## src/rtl/dm_pkg.sv

```systemverilog
// Shared definitions for the data-memory subsystem: arbiter state
// encodings, port identifiers and default bus widths.
package dm_pkg;

  localparam int DM_ADDR_W = 7;
  localparam int DM_DATA_W = 8;

  typedef enum logic [1:0] {
    ARB_IDLE   = 2'd0,
    ARB_LOCK_A = 2'd1,
    ARB_LOCK_B = 2'd2
  } arb_state_e;

  localparam logic PORT_A = 1'b0;
  localparam logic PORT_B = 1'b1;

endpackage

```

## src/rtl/dm_rd_pipe.sv

```systemverilog
// Two-stage read-return pipeline: tags each read grant with its owner,
// then steers the memory read data into that owner's rdata register.
module dm_rd_pipe
  import dm_pkg::*;
#(
  parameter int DATA_W = DM_DATA_W
) (
  input  logic              clk,
  input  logic              reset_n,
  input  logic              rd_vld,
  input  logic              rd_owner,
  input  logic [DATA_W-1:0] mem_rdata,
  output logic              a_rvalid,
  output logic [DATA_W-1:0] a_rdata,
  output logic              b_rvalid,
  output logic [DATA_W-1:0] b_rdata
);

  logic vld_p1;
  logic owner_p1;

  // Stage 1: remember that a read was issued and which port owns it
  always_ff @(posedge clk or negedge reset_n) begin
    if (!reset_n) begin
      vld_p1   <= 1'b0;
      owner_p1 <= PORT_A;
    end else begin
      vld_p1   <= rd_vld;
      owner_p1 <= rd_owner;
    end
  end

  // Stage 2: capture memory data for the owner and pulse its rvalid
  always_ff @(posedge clk or negedge reset_n) begin
    if (!reset_n) begin
      a_rvalid <= 1'b0;
      b_rvalid <= 1'b0;
      a_rdata  <= '0;
      b_rdata  <= '0;
    end else begin
      a_rvalid <= vld_p1 && (owner_p1 == PORT_A);
      b_rvalid <= vld_p1 && (owner_p1 == PORT_B);
      if (vld_p1 && (owner_p1 == PORT_A)) a_rdata <= mem_rdata;
      if (vld_p1 && (owner_p1 == PORT_B)) b_rdata <= mem_rdata;
    end
  end

endmodule

```

## src/rtl/dm_arbiter.sv

```systemverilog
// Round-robin two-port arbiter in front of the single-port data memory,
// with a per-port lock that holds ownership across multi-access sequences.
module dm_arbiter
  import dm_pkg::*;
#(
  parameter int ADDR_W = DM_ADDR_W,
  parameter int DATA_W = DM_DATA_W
) (
  input  logic              clk,
  input  logic              reset_n,
  input  logic              a_req,
  input  logic              a_we,
  input  logic              a_lock,
  input  logic [ADDR_W-1:0] a_addr,
  input  logic [DATA_W-1:0] a_wdata,
  output logic              a_gnt,
  output logic              a_rvalid,
  output logic [DATA_W-1:0] a_rdata,
  input  logic              b_req,
  input  logic              b_we,
  input  logic              b_lock,
  input  logic [ADDR_W-1:0] b_addr,
  input  logic [DATA_W-1:0] b_wdata,
  output logic              b_gnt,
  output logic              b_rvalid,
  output logic [DATA_W-1:0] b_rdata,
  output logic [ADDR_W-1:0] mem_addr,
  output logic              mem_we,
  output logic              mem_re,
  output logic [DATA_W-1:0] mem_wdata,
  input  logic [DATA_W-1:0] mem_rdata
);

  arb_state_e state;
  logic       rr_ptr;

  // Grant selection: lock owner only, else single requester, else rr_ptr;
  // gated by reset so nothing reaches the memory while reset is held
  always_comb begin
    a_gnt = 1'b0;
    b_gnt = 1'b0;
    if (reset_n) begin
      case (state)
        ARB_IDLE: begin
          if (a_req && b_req) begin
            a_gnt = (rr_ptr == PORT_A);
            b_gnt = (rr_ptr == PORT_B);
          end else begin
            a_gnt = a_req;
            b_gnt = b_req;
          end
        end
        ARB_LOCK_A: a_gnt = a_req;
        ARB_LOCK_B: b_gnt = b_req;
        default: begin
          a_gnt = 1'b0;
          b_gnt = 1'b0;
        end
      endcase
    end
  end

  // Memory mux: port A drives addr/wdata unless B holds the grant
  always_comb begin
    mem_addr  = b_gnt ? b_addr : a_addr;
    mem_wdata = b_gnt ? b_wdata : a_wdata;
    mem_we    = (a_gnt && a_we) || (b_gnt && b_we);
    mem_re    = (a_gnt && !a_we) || (b_gnt && !b_we);
  end

  // Arbitration FSM: lock entry/exit and round-robin pointer update
  always_ff @(posedge clk or negedge reset_n) begin
    if (!reset_n) begin
      state  <= ARB_IDLE;
      rr_ptr <= PORT_A;
    end else begin
      case (state)
        ARB_IDLE: begin
          if (a_gnt) begin
            rr_ptr <= PORT_B;
            if (a_lock) state <= ARB_LOCK_A;
          end else if (b_gnt) begin
            rr_ptr <= PORT_A;
            if (b_lock) state <= ARB_LOCK_B;
          end
        end
        ARB_LOCK_A: if (a_gnt && !a_lock) state <= ARB_IDLE;
        ARB_LOCK_B: if (b_gnt && !b_lock) state <= ARB_IDLE;
        default:    state <= ARB_IDLE;
      endcase
    end
  end

  dm_rd_pipe #(.DATA_W(DATA_W)) u_rd_pipe (
    .clk       (clk),
    .reset_n   (reset_n),
    .rd_vld    (mem_re),
    .rd_owner  (b_gnt ? PORT_B : PORT_A),
    .mem_rdata (mem_rdata),
    .a_rvalid  (a_rvalid),
    .a_rdata   (a_rdata),
    .b_rvalid  (b_rvalid),
    .b_rdata   (b_rdata)
  );

endmodule

```

## config.mk

```make
export PLATFORM = sky130hd
export DESIGN_NAME = dm_arbiter
export DESIGN_NICKNAME = d
export VERILOG_FILES = /design/src/rtl/dm_pkg.sv /design/src/rtl/dm_rd_pipe.sv /design/src/rtl/dm_arbiter.sv
export SDC_FILE = /design/constraint.sdc
export NUM_CORES = 1
export LEC_CHECK = 0
export CORE_ASPECT_RATIO = 1.4
export CORE_UTILIZATION = 31
export CTS_CLUSTER_DIAMETER = 40
export DETAILED_ROUTE_END_ITERATION = 6
export PLACE_DENSITY = 0.74
export SLEW_MARGIN = 20
export SYNTH_ARGS = -nofsm -noshare
export SYNTH_HDL_FRONTEND = slang
export SYNTH_SLANG_ARGS = --single-unit
```

## constraint.sdc

```tcl
create_clock -name clk -period 2 [get_ports clk]
set_input_delay 0.5 -clock clk [delete_from_list [all_inputs] [get_ports clk]]
set_output_delay 0.5 -clock clk [all_outputs]
set_load 0.03 [all_outputs]
```

Word-level counts from Yosys, hierarchy flattened
Cells that the tools add are included.
Storage, ports and cells
  logic and storage cells: 54
  flip-flop bits (word level): 23
  output and inout bits: 37
  bits of input ports: 46
Cells by class
  equal/unequal tests: 7
  bitwise logic cells: 2
  muxes and demuxes: 18
  reduce and logical (&&, ||, !) cells: 19
Operator list (count)
  $mux W2: 6
  $logic_and A1 B1 Y1: 9
  $ne A3 B3 Y1 const B: 3
  $mux W8: 1
  $mux W1: 7
  $mux W7: 1
  $pmux W2 S3: 1
  $reduce_and A5 Y1: 1
  $logic_not A1 Y1: 4
  $ne A2 B2 Y1 const B: 2
  $pmux W1 S2: 2
  $eq A2 B1 Y1 const B: 1
  $eq A2 B2 Y1 const B: 1
  $logic_not A2 Y1: 1
  $logic_or A1 B1 Y1: 2
  $not A1 Y1: 2
  $reduce_and A2 Y1: 1
  $reduce_bool A2 Y1: 1

Longest topological paths before layout
Gate-level depths: netlist of run 1.
  depth in word-level cells: 7
  depth in mapped cells: 5
  mapped depth without buffers: 3

By module
A second synthesis of run 1 with hierarchy kept.
Second synthesis, totals
  cell total of the unflattened synthesis: 79
  area, all modules: 1169.9 um^2
Modules (own cells, without submodules)
  dm_rd_pipe: cells each 40, times used 1, area an instance 745.7 um^2, sequential area each 500.5 um^2
  dm_arbiter: cells each 39, times used 1, area an instance 424.2 um^2, sequential area each 75.1 um^2

Least setup slack after synthesis of run 1
OpenSTA, ideal clock, no wires.
  path kind: input port to output port
  from: input port reset_n
  to: output port mem_re
  arrival time: 1.849 ns
  setup slack: -0.349 ns
  data required time: 1.500 ns
  cell stages on the path: 3
  buffers on the path: 0
  cell sequence: nand2_1 > a311oi_1 > a22o_2
Between the ends
  cells in the longest elaborated chain, start to end: 3
  elaborated cells between the ends (all ways): 5
  those cells by class: mux: 2; reduce/logical: 3
Ends and longest elaborated chain
  start: declaration: line dm_arbiter.sv:10  | input logic reset_n,
  $mux W1: line dm_arbiter.sv:42  | if (reset_n) begin
  net a_gnt: line dm_arbiter.sv:16  | output logic a_gnt,
  $logic_and A1 B1 Y1: line dm_arbiter.sv:68  | mem_re = (a_gnt && !a_we) || (b_gnt && !b_we);
  $logic_or A1 B1 Y1: line dm_arbiter.sv:68
  end: declaration: line dm_arbiter.sv:29  | output logic mem_re,
The timed path passes the listed nets, and every way through them passes these cells.

Worst setup path in the final report of run 1
  from: register rr_ptr
  to: output port mem_re
Between the ends
  cells in the longest elaborated chain, start to end: 6
  elaborated cells between the ends (all ways): 10
  those cells by class: mux: 6; bitwise: 1; reduce/logical: 3
Ends and longest elaborated chain
  start: declaration: line dm_arbiter.sv:35  | logic rr_ptr;
  start signal: assignment: line dm_arbiter.sv:75  | rr_ptr <= PORT_A;
  start signal: assignment: line dm_arbiter.sv:80  | rr_ptr <= PORT_B;
  start signal: assignment: line dm_arbiter.sv:83  | rr_ptr <= PORT_A;
  $not A1 Y1: line dm_arbiter.sv:46  | a_gnt = (rr_ptr == PORT_A);
  $mux W1: line dm_arbiter.sv:45  | if (a_req && b_req) begin
  $pmux W1 S2: line dm_arbiter.sv:43  | case (state)
  $mux W1: line dm_arbiter.sv:42
  $logic_and A1 B1 Y1: line dm_arbiter.sv:68
  $logic_or A1 B1 Y1 *: line dm_arbiter.sv:68
Mark *: on every way between the ends. The rest lies on a longest branch, timed or not.

==> flow_results.xml, run 1 <==
<?xml version="1.0" encoding="UTF-8"?>
<metrics>
  <group name="run_status">
    <metric name="status" unit="">complete, but fails checks</metric>
    <metric name="violated_checks" unit="">negative setup slack</metric>
  </group>
  <group name="routing">
    <metric name="num_vias" unit="">1077</metric>
    <metric name="post-route-drc-count" unit="">0</metric>
    <metric name="post_drt_antenna_nets" unit="">0</metric>
    <metric name="detail_route.wl_per_cell" unit="um">14.3</metric>
    <metric name="drt_wl_total" unit="mm">3.20</metric>
    <metric name="via_per_inst" unit="">4.83</metric>
    <metric name="detailedRoute.firstPassIterationCount" unit="">4</metric>
    <metric name="drt_iter0_markers" unit="">17</metric>
  </group>
  <group name="sta">
    <metric name="fin_hold_ws" unit="ns">0.304</metric>
    <metric name="period_minus_slack" unit="ns">2.33</metric>
    <metric name="rsz0062_at_grt" unit="">true</metric>
    <metric name="finClkSkew" unit="ns">0.00249</metric>
    <metric name="finalHoldViolCount" unit="">0</metric>
    <metric name="post-route-period-util" unit="%">117</metric>
    <metric name="max_freq" unit="MHz">429</metric>
    <metric name="max_slew.worst_pin.slew" unit="ns">0.429</metric>
    <metric name="finalSetupViolCount" unit="">19</metric>
    <metric name="maxSlewHeadroom" unit="%">71.3</metric>
    <metric name="fin_ws" unit="ns">-0.334</metric>
    <metric name="setup_total_negative_slack" unit="ns">-5.04</metric>
    <metric name="timing_max_transition_violations_final" unit="">0</metric>
  </group>
  <group name="grt">
    <metric name="global_route.usage.total" unit="%">18.8</metric>
    <metric name="grt_remaining_overflow" unit="">0</metric>
    <metric name="antenna_found_initial" unit="">0</metric>
    <metric name="grt_max_degree" unit="">15</metric>
    <metric name="number_of_global_route_vias_before_repair" unit="">1213</metric>
    <metric name="grt_first_pass_wirelength" unit="mm">5.32</metric>
  </group>
  <group name="die">
    <metric name="fp.dieW" unit="um">52.8</metric>
    <metric name="std_cell_rows" unit="">25</metric>
    <metric name="die-area" unit="mm^2">0.00386</metric>
    <metric name="dieHeight" unit="um">73.1</metric>
    <metric name="design.core.area" unit="mm^2">0.00341</metric>
    <metric name="ioPinCount" unit="">83</metric>
    <metric name="start_util" unit="%">32.8</metric>
  </group>
  <group name="power_and_ir_drop">
    <metric name="pwr-share-comb" unit="%">61.6</metric>
    <metric name="total_switching_power" unit="mW">1.04</metric>
    <metric name="clock_power_share" unit="%">10.0</metric>
    <metric name="sequential_fraction_of_design_power" unit="%">28.4</metric>
    <metric name="powerDensity" unit="mW/mm^2">1170</metric>
    <metric name="cell_internal_pwr" unit="mW">1.69</metric>
    <metric name="post-layout-total-power" unit="mW">2.73</metric>
    <metric name="switching_share" unit="%">38.2</metric>
    <metric name="worst_ir_drop_vdd" unit="V">0.000769</metric>
    <metric name="p_leak" unit="nW">1.04</metric>
  </group>
  <group name="place">
    <metric name="place_hpwl" unit="mm">2.38</metric>
    <metric name="dpl.cell_count" unit="">211</metric>
    <metric name="preCtsSetupSlack" unit="ns">-0.886</metric>
    <metric name="placed_area" unit="mm^2">0.00204</metric>
    <metric name="place_congestion" unit="">0.718</metric>
    <metric name="placement.io_buffers" unit="">82</metric>
  </group>
  <group name="synthesis">
    <metric name="yosysUniqueCellTypes" unit="">18</metric>
    <metric name="ys_seq_area_share" unit="%">51.5</metric>
    <metric name="warning_count_from_the_yosys_run" unit="">0</metric>
    <metric name="syn-instance-count" unit="">80</metric>
    <metric name="postSynthRegisterBits" unit="">23</metric>
    <metric name="synth_fp_nets" unit="">126</metric>
    <metric name="syn_avg_cell_area" unit="um^2">14.0</metric>
    <metric name="post_synth_instance_area" unit="mm^2">0.00112</metric>
  </group>
  <group name="clock_tree">
    <metric name="hold_buffers" unit="">0</metric>
    <metric name="tritoncts" unit="">built</metric>
    <metric name="clock_sink_count" unit="">23</metric>
    <metric name="cts_made_buffers" unit="">3</metric>
    <metric name="cts.reportedPaths.clkPinSlew" unit="ns">0.08</metric>
    <metric name="cts_h_tree_depth" unit="">1</metric>
    <metric name="insertion_delay" unit="ns">0.25</metric>
    <metric name="cts.path.max_buffers" unit="">2</metric>
    <metric name="cts-root-buf" unit="">clkbuf_8</metric>
  </group>
  <group name="critical_path">
    <metric name="worst-r2r-setup-slack" unit="ns">0.45</metric>
    <metric name="worstSetupStartpoint" unit="">rr_ptr</metric>
    <metric name="timing.rr.end" unit="">u_rd_pipe.vld_p1</metric>
    <metric name="worst_path_largest_cell_delay" unit="ns">0.40</metric>
    <metric name="cp.arrival" unit="ns">1.83</metric>
    <metric name="critical_path.startpoint_type" unit="">flop</metric>
    <metric name="reg2reg_depth" unit="">6</metric>
    <metric name="endpoint_kind" unit="">output port</metric>
    <metric name="termination_of_the_worst_setup_path" unit="">mem_re</metric>
    <metric name="critical_path_slowest_stage_cell" unit="">dfrtp_1</metric>
    <metric name="r2r-start" unit="">rr_ptr</metric>
    <metric name="critical_path.top_delay_family" unit="">buffers and inverters</metric>
    <metric name="cp_num_buf_inv" unit="">4</metric>
    <metric name="crit_path_max_fanout" unit="">5</metric>
    <metric name="worstSetupPathDepth" unit="">7</metric>
    <metric name="cp_data_required_time" unit="ns">1.50</metric>
    <metric name="crit_chain" unit="">nand2b_4, o2111a_1, buf_12, buf_12, buf_6, a22o_4, buf_6</metric>
    <metric name="path_class" unit="">reg -&gt; out</metric>
  </group>
  <group name="layout">
    <metric name="finalNetCount" unit="">230</metric>
    <metric name="final_design_area_no_fill" unit="mm^2">0.00233</metric>
    <metric name="insertedDiodeCount" unit="">0</metric>
    <metric name="post_layout_nonfiller_instances" unit="">223</metric>
    <metric name="post_route_cells_drive_above_1_share" unit="%">44.8</metric>
    <metric name="final_core_utilization" unit="%">68.4</metric>
    <metric name="flow.area_growth_from_synthesis" unit="%">109</metric>
  </group>
  <group name="job">
    <metric name="drv_cap" unit="">0</metric>
  </group>
  <group name="hold_path">
    <metric name="hold_path_class" unit="">in -&gt; async</metric>
  </group>
</metrics>
-- layout make-up --
type	instances	area, um^2
Clock buffer	3	41.3
Tap cell	40	50.0
Sequential cell	23	576
Fill cell	256	1080
Timing Repair Buffer	102	1110
Multi-Input combinational cell	50	538
Inverter	4	15.0
Clock inverter	1	5.00
-- per-layer routing --
layer	vias up	routed length (um)	global-route usage, %
li1	494	-	-
met2	70	1780	36.6
met4	0	28	4.39
met5	-	0	0
met1	509	1090	19.4
met3	4	294	4.58
-- synth_stat cells (all sizes together) --
master,instances,area (um^2)
nor2,2,7.51
o2111a,1,11.3
dfrtp,23,576
mux2,31,375
nor3,2,10.0
a311oi,1,8.76
nand2,4,15.0
a21oi,1,5.00
nor2b,1,6.26
a31oi,3,18.8
a22o,2,20.0
inv,4,15.0
nand2b,1,6.26
nor3b,1,7.51
buf,3,36.3
-- flip-flops by register name, summed over array words and instances, names as in the netlist --
signal / cells
state: 2
rr_ptr: 1
u_rd_pipe.vld_p1: 1
u_rd_pipe.b_rdata: 8
u_rd_pipe.b_rvalid: 1
u_rd_pipe.a_rvalid: 1
u_rd_pipe.a_rdata: 8
u_rd_pipe.owner_p1: 1
-- layout by cell type, fill, tap and decap left out --
cell type,n
buf_12,5
dlygate4sd2_1,1
buf_2,1
clkdlybuf4s50_1,60
buf_6,23
mux2_2,23
clkinv_2,1
clkbuf_8,3
mux2_4,8
a22o_4,2
a311oi_4,1
nor3_1,2
nor2_1,2
nand2_1,3
a31oi_1,3
a21oi_1,1
inv_2,1
o2111a_1,1
nor2b_1,1
bufbuf_16,1
nand2b_4,1
buf_4,10
buf_16,1
nand2_2,1
inv_1,3
dfrtp_1,23
nor3b_1,1
-- worst reg2reg max path, delay by kind of cell, from the launching register on --
family / cells / cell delay, ns
buffers and inverters: 3 / 0.38
AOI/OAI and AO/OA: 2 / 0.51
and+or+nand+nor: 1 / 0.15
DFF: 1 / 0.40
-- repair_timing --
item | 4_1_cts | 5_1_grt
pin swaps | 4 | 0
gates cloned | 2 | 0
resized for setup | 88 | 1
setup buffers | 5 | 1
setup endpoints to repair | 19 | 19
-- how the worst min path moves through the flow --
stage | to | slack [ns] | depth (start not counted)
after floorplan | rr_ptr | 0.20 | 0
after global placement | u_rd_pipe.b_rdata[0] | 0.49 | 1
after detailed placement | u_rd_pipe.b_rdata[0] | 0.49 | 1
after CTS | u_rd_pipe.b_rdata[3] | 0.30 | 3
after global routing | u_rd_pipe.b_rdata[0] | 0.30 | 3
final | u_rd_pipe.a_rdata[3] | 0.30 | 3
-- power groups by stage --
stage | Combinational, mW | Clock [mW] | Sequential, mW
after global routing | 1.78 | 0.306 | 0.801
after CTS | 1.67 | 0.285 | 0.775
after floorplan | 0.477 | 0 | 1.13
after detailed placement | 1.51 | 0 | 0.781
final | 1.68 | 0.274 | 0.777
after global placement | 1.49 | 0 | 0.767
-- cell families after synthesis --
family,after synthesis,share of synthesized area (%)
AOI/OAI and AO/OA,8,5.70
DFF,23,51.5
muxes,31,33.6
buffers and inverters,7,4.59
and+or+nand+nor,11,4.70
Note: power is estimated with default switching activity, not from simulation.
==> run 2, diff against run 1 <==
--- a/config.mk
+++ b/config.mk
@@ -6,10 +6,10 @@
 export NUM_CORES = 1
 export LEC_CHECK = 0
 export CORE_ASPECT_RATIO = 1.4
-export CORE_UTILIZATION = 31
+export CORE_UTILIZATION = 30
 export CTS_CLUSTER_DIAMETER = 40
 export DETAILED_ROUTE_END_ITERATION = 6
-export PLACE_DENSITY = 0.74
+export PLACE_DENSITY = 0.75
 export SLEW_MARGIN = 20
 export SYNTH_ARGS = -nofsm -noshare
 export SYNTH_HDL_FRONTEND = slang
==> constraint.sdc (replaced) <==
create_clock -name clk -period 2.1 [get_ports clk]
set_input_delay 0.525 -clock clk [delete_from_list [all_inputs] [get_ports clk]]
set_output_delay 0.525 -clock clk [all_outputs]
set_load 0.03 [all_outputs]
==> flow_results.xml, run 2 (synthesized netlist as in run 1, its figures left out) <==
<?xml version="1.0" encoding="UTF-8"?>
<metrics>
  <group name="layout">
    <metric name="flow.area_growth_from_synthesis" unit="%">101</metric>
    <metric name="mostFrequentLayoutCell" unit="">clkdlybuf4s50_1</metric>
    <metric name="post_route_cells_drive_above_1_share" unit="%">43.3</metric>
    <metric name="reg.largest.list" unit="">u_rd_pipe.a_rdata x8, u_rd_pipe.b_rdata x8, state x2</metric>
    <metric name="num-fill-cells" unit="">272</metric>
    <metric name="final_core_utilization" unit="%">64.7</metric>
    <metric name="final_cell_mix" unit="">clkdlybuf4s50_1, mux2_2, dfrtp_1</metric>
    <metric name="final_design_area_no_fill" unit="mm^2">0.00225</metric>
    <metric name="finalNetCount" unit="">225</metric>
    <metric name="post_layout_nonfiller_instances" unit="">218</metric>
    <metric name="insertedDiodeCount" unit="">0</metric>
  </group>
  <group name="critical_path">
    <metric name="cp_num_buf_inv" unit="">2</metric>
    <metric name="endpoint_kind" unit="">output port</metric>
    <metric name="timing.rr.end" unit="">u_rd_pipe.vld_p1</metric>
    <metric name="cp_data_required_time" unit="ns">1.57</metric>
    <metric name="critical_path.top_delay_family" unit="">flip-flops</metric>
    <metric name="cp.arrival" unit="ns">1.71</metric>
    <metric name="r2r-start" unit="">rr_ptr</metric>
    <metric name="worst-r2r-setup-slack" unit="ns">0.72</metric>
    <metric name="critical_path.startpoint_type" unit="">flop</metric>
    <metric name="critical_path_slowest_stage_cell" unit="">dfrtp_1</metric>
    <metric name="worst_path_largest_cell_delay" unit="ns">0.40</metric>
    <metric name="path_class" unit="">reg -&gt; out</metric>
    <metric name="cpMostUsedCell" unit="">buf_6</metric>
    <metric name="worstSetupPathDepth" unit="">5</metric>
    <metric name="crit_chain" unit="">nand2b_4, o2111a_2, buf_6, mux2_4, buf_6</metric>
    <metric name="crit_path_max_fanout" unit="">7</metric>
    <metric name="reg2reg_depth" unit="">4</metric>
  </group>
  <group name="place">
    <metric name="dpl.cell_count" unit="">209</metric>
    <metric name="place_congestion" unit="">0.755</metric>
    <metric name="placement.io_buffers" unit="">82</metric>
    <metric name="place_hpwl" unit="mm">2.45</metric>
    <metric name="placed_area" unit="mm^2">0.00200</metric>
  </group>
  <group name="routing">
    <metric name="post-route-drc-count" unit="">0</metric>
    <metric name="drt_iter0_markers" unit="">4</metric>
    <metric name="num_vias" unit="">1053</metric>
    <metric name="detailedRoute.firstPassIterationCount" unit="">4</metric>
    <metric name="detail_route.wl_per_cell" unit="um">14.6</metric>
    <metric name="drt_wl_total" unit="mm">3.18</metric>
    <metric name="post_drt_antenna_nets" unit="">0</metric>
    <metric name="via_per_inst" unit="">4.83</metric>
  </group>
  <group name="die">
    <metric name="die-area" unit="mm^2">0.00398</metric>
    <metric name="std_cell_rows" unit="">25</metric>
    <metric name="dieHeight" unit="um">74.3</metric>
    <metric name="fp.dieW" unit="um">53.6</metric>
    <metric name="ioPinCount" unit="">83</metric>
    <metric name="start_util" unit="%">32.2</metric>
    <metric name="design.core.area" unit="mm^2">0.00347</metric>
  </group>
  <group name="sta">
    <metric name="max_slew.worst_pin.slew" unit="ns">0.415</metric>
    <metric name="finalHoldViolCount" unit="">0</metric>
    <metric name="finalSetupViolCount" unit="">17</metric>
    <metric name="max_freq" unit="MHz">448</metric>
    <metric name="finClkSkew" unit="ns">0.00677</metric>
    <metric name="timing_max_transition_violations_final" unit="">0</metric>
    <metric name="period_minus_slack" unit="ns">2.23</metric>
    <metric name="post-route-period-util" unit="%">106</metric>
    <metric name="maxSlewHeadroom" unit="%">72.3</metric>
    <metric name="rsz0062_at_grt" unit="">true</metric>
    <metric name="fin_hold_ws" unit="ns">0.452</metric>
    <metric name="fin_ws" unit="ns">-0.131</metric>
  </group>
  <group name="grt">
    <metric name="top_usage_layer" unit="">met2</metric>
    <metric name="number_of_global_route_vias_before_repair" unit="">1129</metric>
    <metric name="global_route.usage.met2" unit="%">34.0</metric>
    <metric name="grt_remaining_overflow" unit="">0</metric>
    <metric name="antenna_found_initial" unit="">0</metric>
    <metric name="use_met1" unit="%">16.3</metric>
    <metric name="groute.layer.met3.usage" unit="%">4.50</metric>
    <metric name="grt_max_degree" unit="">15</metric>
    <metric name="grt_first_pass_wirelength" unit="mm">4.95</metric>
    <metric name="global_route.usage.total" unit="%">17.3</metric>
  </group>
  <group name="clock_tree">
    <metric name="clock_sink_count" unit="">23</metric>
    <metric name="tritoncts" unit="">built</metric>
    <metric name="cts_h_tree_depth" unit="">1</metric>
    <metric name="cts-root-buf" unit="">clkbuf_8</metric>
    <metric name="cts.reportedPaths.clkPinSlew" unit="ns">0.08</metric>
    <metric name="cts.path.max_buffers" unit="">2</metric>
    <metric name="cts_made_buffers" unit="">3</metric>
    <metric name="hold_buffers" unit="">0</metric>
    <metric name="insertion_delay" unit="ns">0.26</metric>
  </group>
  <group name="power_and_ir_drop">
    <metric name="post-layout-total-power" unit="mW">2.52</metric>
    <metric name="p_leak" unit="nW">0.996</metric>
    <metric name="worst_ir_drop_vdd" unit="V">0.000651</metric>
    <metric name="powerDensity" unit="mW/mm^2">1120</metric>
  </group>
  <group name="hold_path">
    <metric name="hold_path_class" unit="">in -&gt; async</metric>
  </group>
  <group name="job">
    <metric name="drv_cap" unit="">0</metric>
  </group>
  <group name="run_status">
    <metric name="status" unit="">complete, but fails checks</metric>
    <metric name="violated_checks" unit="">negative setup slack</metric>
  </group>
</metrics>
run 2: final cells by class:
type,count,area (um^2),area share [%]
timing repair buffer,97,1020,45.6
clock inverter,1,5.00,0.223
sequential,23,576,25.6
inverter,4,15.0,0.669
clock buffer,3,41.3,1.84
tap,40,50.0,2.23
multi-input combinational,50,536,23.8
run 2: worst max-delay path by stage:
stage | from | endpoint | slack (ns)
floorplan | reset_n | mem_re | 0.07
global placement | a_req | mem_wdata[3] | -0.92
detailed placement | a_req | mem_wdata[2] | -0.96
CTS | rr_ptr | mem_wdata[4] | -0.15
global route | rr_ptr | mem_wdata[1] | -0.19
finish | rr_ptr | mem_wdata[2] | -0.13
run 2: what timing repair did:
| item | CTS | global route |
|---|---|---|
| pin swaps | 4 | 2 |
| setup endpoints to repair | 19 | 19 |
| buffers inserted | 4 | 0 |
| gates resized for setup | 81 | 4 |
| gates cloned | 2 | 0 |
run 2: where the power goes:
part / internal [mW] / leakage, nW / switching (mW)
clock: 0.132 / 0.0255 / 0.129
combinational: 0.776 / 0.692 / 0.752
sequential: 0.638 / 0.279 / 0.0951
run 2: metrics by stage:
step           setup slack (ns)  TNS [ns]
2_1_floorplan            0.0680         0
3_3_place_gp             -0.923    -15.08
3_5_place_dp             -0.962    -15.80
4_1_cts                  -0.155     -2.12
5_1_grt                  -0.187     -2.76
6_report                 -0.131     -1.91
run 2: routing by layer:
layer	routed length (um)	part of all wire [%]
met4	17	0.53
met3	288	9.1
met1	1070	34
met5	0	0
met2	1800	57
run 2: tightest hold or removal path: cells and delay by family:
| family | cells | cell delay (ns) |
|---|---|---|
| buffers and inverters | 3 | 0.53 |
==> run 3, diff against run 2 <==
--- a/config.mk
+++ b/config.mk
@@ -5,11 +5,14 @@
 export SDC_FILE = /design/constraint.sdc
 export NUM_CORES = 1
 export LEC_CHECK = 0
+export CELL_PAD_IN_SITES_DETAIL_PLACEMENT = 0
+export CELL_PAD_IN_SITES_GLOBAL_PLACEMENT = 1
 export CORE_ASPECT_RATIO = 1.4
-export CORE_UTILIZATION = 30
+export CORE_MARGIN = 5
+export CORE_UTILIZATION = 22
 export CTS_CLUSTER_DIAMETER = 40
 export DETAILED_ROUTE_END_ITERATION = 6
-export PLACE_DENSITY = 0.75
+export PLACE_DENSITY_LB_ADDON = 0.1
 export SLEW_MARGIN = 20
 export SYNTH_ARGS = -nofsm -noshare
 export SYNTH_HDL_FRONTEND = slang
==> flow_results.xml, run 3 (synthesized netlist as in run 1, its figures left out) <==
<?xml version="1.0" encoding="UTF-8"?>
<metrics>
  <group name="power_and_ir_drop">
    <metric name="powerDensity" unit="mW/mm^2">1120</metric>
    <metric name="p_leak" unit="nW">0.956</metric>
    <metric name="worst_ir_drop_vdd" unit="V">0.000296</metric>
  </group>
  <group name="routing">
    <metric name="detailedRoute.firstPassIterationCount" unit="">4</metric>
    <metric name="post-route-drc-count" unit="">0</metric>
    <metric name="drt_wl_total" unit="mm">3.27</metric>
    <metric name="drt_iter0_markers" unit="">26</metric>
    <metric name="post_drt_antenna_nets" unit="">0</metric>
    <metric name="num_vias" unit="">1016</metric>
    <metric name="detail_route.wl_per_cell" unit="um">13.6</metric>
    <metric name="via_per_inst" unit="">4.23</metric>
  </group>
  <group name="critical_path">
    <metric name="cpMostUsedCell" unit="">buf_6</metric>
    <metric name="cp.arrival" unit="ns">1.74</metric>
    <metric name="crit_chain" unit="">nand2b_4, o2111a_2, buf_8, buf_6, a22o_4, buf_6</metric>
    <metric name="worstSetupPathDepth" unit="">6</metric>
    <metric name="critical_path.startpoint_type" unit="">flop</metric>
    <metric name="crit_path_max_fanout" unit="">8</metric>
    <metric name="worst_path_largest_cell_delay" unit="ns">0.39</metric>
    <metric name="endpoint_kind" unit="">output port</metric>
    <metric name="cp_data_required_time" unit="ns">1.57</metric>
    <metric name="cp_num_buf_inv" unit="">3</metric>
    <metric name="critical_path_slowest_stage_cell" unit="">dfrtp_1</metric>
    <metric name="path_class" unit="">reg -&gt; out</metric>
    <metric name="critical_path.top_delay_family" unit="">compound AO/OA/AOI/OAI gates</metric>
    <metric name="reg2reg_depth" unit="">6</metric>
  </group>
  <group name="grt">
    <metric name="grt_remaining_overflow" unit="">0</metric>
    <metric name="number_of_global_route_vias_before_repair" unit="">1108</metric>
    <metric name="grt_max_degree" unit="">21</metric>
    <metric name="top_usage_layer" unit="">met2</metric>
    <metric name="use_met1" unit="%">9.98</metric>
    <metric name="groute.layer.met3.usage" unit="%">2.66</metric>
    <metric name="antenna_found_initial" unit="">0</metric>
    <metric name="grt_first_pass_wirelength" unit="mm">5.01</metric>
    <metric name="global_route.usage.total" unit="%">9.57</metric>
    <metric name="global_route.usage.met2" unit="%">17.4</metric>
  </group>
  <group name="clock_tree">
    <metric name="cts_h_tree_depth" unit="">1</metric>
    <metric name="cts-root-buf" unit="">clkbuf_8</metric>
    <metric name="tritoncts" unit="">built</metric>
    <metric name="cts_made_buffers" unit="">3</metric>
    <metric name="hold_buffers" unit="">0</metric>
    <metric name="clock_sink_count" unit="">23</metric>
    <metric name="cts.reportedPaths.clkPinSlew" unit="ns">0.08</metric>
    <metric name="insertion_delay" unit="ns">0.26</metric>
    <metric name="cts.path.max_buffers" unit="">2</metric>
  </group>
  <group name="layout">
    <metric name="mostFrequentLayoutCell" unit="">clkdlybuf4s50_1</metric>
    <metric name="final_design_area_no_fill" unit="mm^2">0.00218</metric>
    <metric name="final_core_utilization" unit="%">44.7</metric>
    <metric name="finalNetCount" unit="">223</metric>
    <metric name="flow.area_growth_from_synthesis" unit="%">95.0</metric>
    <metric name="post_route_cells_drive_above_1_share" unit="%">40.9</metric>
    <metric name="final_cell_mix" unit="">clkdlybuf4s50_1, mux2_2, dfrtp_1</metric>
    <metric name="insertedDiodeCount" unit="">0</metric>
    <metric name="reg.largest.list" unit="">u_rd_pipe.a_rdata x8, u_rd_pipe.b_rdata x8, state x2</metric>
  </group>
  <group name="sta">
    <metric name="timing_max_transition_violations_final" unit="">0</metric>
    <metric name="finalHoldViolCount" unit="">0</metric>
    <metric name="post-route-period-util" unit="%">108</metric>
    <metric name="maxSlewHeadroom" unit="%">72.7</metric>
    <metric name="max_freq" unit="MHz">442</metric>
    <metric name="max_slew.worst_pin.slew" unit="ns">0.409</metric>
    <metric name="rsz0062_at_grt" unit="">true</metric>
    <metric name="period_minus_slack" unit="ns">2.26</metric>
    <metric name="finClkSkew" unit="ns">0.00389</metric>
    <metric name="finalSetupViolCount" unit="">18</metric>
    <metric name="fin_ws" unit="ns">-0.161</metric>
  </group>
  <group name="run_status">
    <metric name="violated_checks" unit="">negative setup slack</metric>
    <metric name="status" unit="">complete, but fails checks</metric>
  </group>
  <group name="die">
    <metric name="dieHeight" unit="um">94.4</metric>
    <metric name="fp.dieW" unit="um">70.3</metric>
    <metric name="ioPinCount" unit="">83</metric>
    <metric name="std_cell_rows" unit="">30</metric>
    <metric name="die-area" unit="mm^2">0.00663</metric>
    <metric name="start_util" unit="%">22.9</metric>
    <metric name="design.core.area" unit="mm^2">0.00488</metric>
  </group>
  <group name="place">
    <metric name="placed_area" unit="mm^2">0.00203</metric>
    <metric name="place_hpwl" unit="mm">2.65</metric>
    <metric name="placement.io_buffers" unit="">82</metric>
    <metric name="place_congestion" unit="">0.712</metric>
  </group>
  <group name="job">
    <metric name="drv_cap" unit="">0</metric>
  </group>
  <group name="hold_path">
    <metric name="hold_path_class" unit="">in -&gt; async</metric>
  </group>
</metrics>
## run 3: worst paths after layout
check	start	endpoint	slack (ns)
max in group asynchronous	reset_n	u_rd_pipe.b_rdata[5]	1.47
hold reg to reg	u_rd_pipe.b_rdata[5]	u_rd_pipe.b_rdata[5]	0.51
hold / removal	reset_n	u_rd_pipe.b_rdata[0]	0.42
setup reg to reg	rr_ptr	u_rd_pipe.vld_p1	0.53
setup / recovery	rr_ptr	mem_re	-0.16
min in group clk	u_rd_pipe.b_rdata[5]	u_rd_pipe.b_rdata[5]	0.51
## run 3: metrics by stage
step           hold slack, ns  setup TNS, ns  total power [mW]  std cells  setup WS [ns]
2_1_floorplan           0.229              0              1.53         80         0.0680
3_3_place_gp            0.485          -8.13              2.11        233         -0.456
3_5_place_dp            0.492          -8.46              2.13        233         -0.481
4_1_cts                 0.424          -3.19              2.51        242         -0.244
5_1_grt                 0.445          -2.89              2.58        240         -0.226
6_report                0.416          -1.72              2.45        240         -0.161
## run 3: layer usage
metal | up-vias | wire length, um
met5 | - | 0
met4 | 0 | 27
met3 | 2 | 289
met2 | 53 | 1770
met1 | 483 | 1190
li1 | 478 | -
## run 3: repair_timing
item	CTS	global route
setup endpoints to repair	19	18
pin swaps	3	1
resized for setup	31	2
setup buffers	4	0
cloned	1	0
## run 3: area by class of cell
cell class,count,area [um^2]
fillers,486,2700
repair buffers,95,943
flip-flops and latches,23,576
multi-input cells,50,522
well taps,64,80.1
clock buffers,4,45.0
inverters,4,15.0
## run 3: report_power, final
group          internal [mW]  switching [mW]  leakage, nW
registers              0.638           0.107        0.279
logic                  0.727           0.713        0.654
clock network          0.135           0.129       0.0228
total                   1.50           0.949        0.956
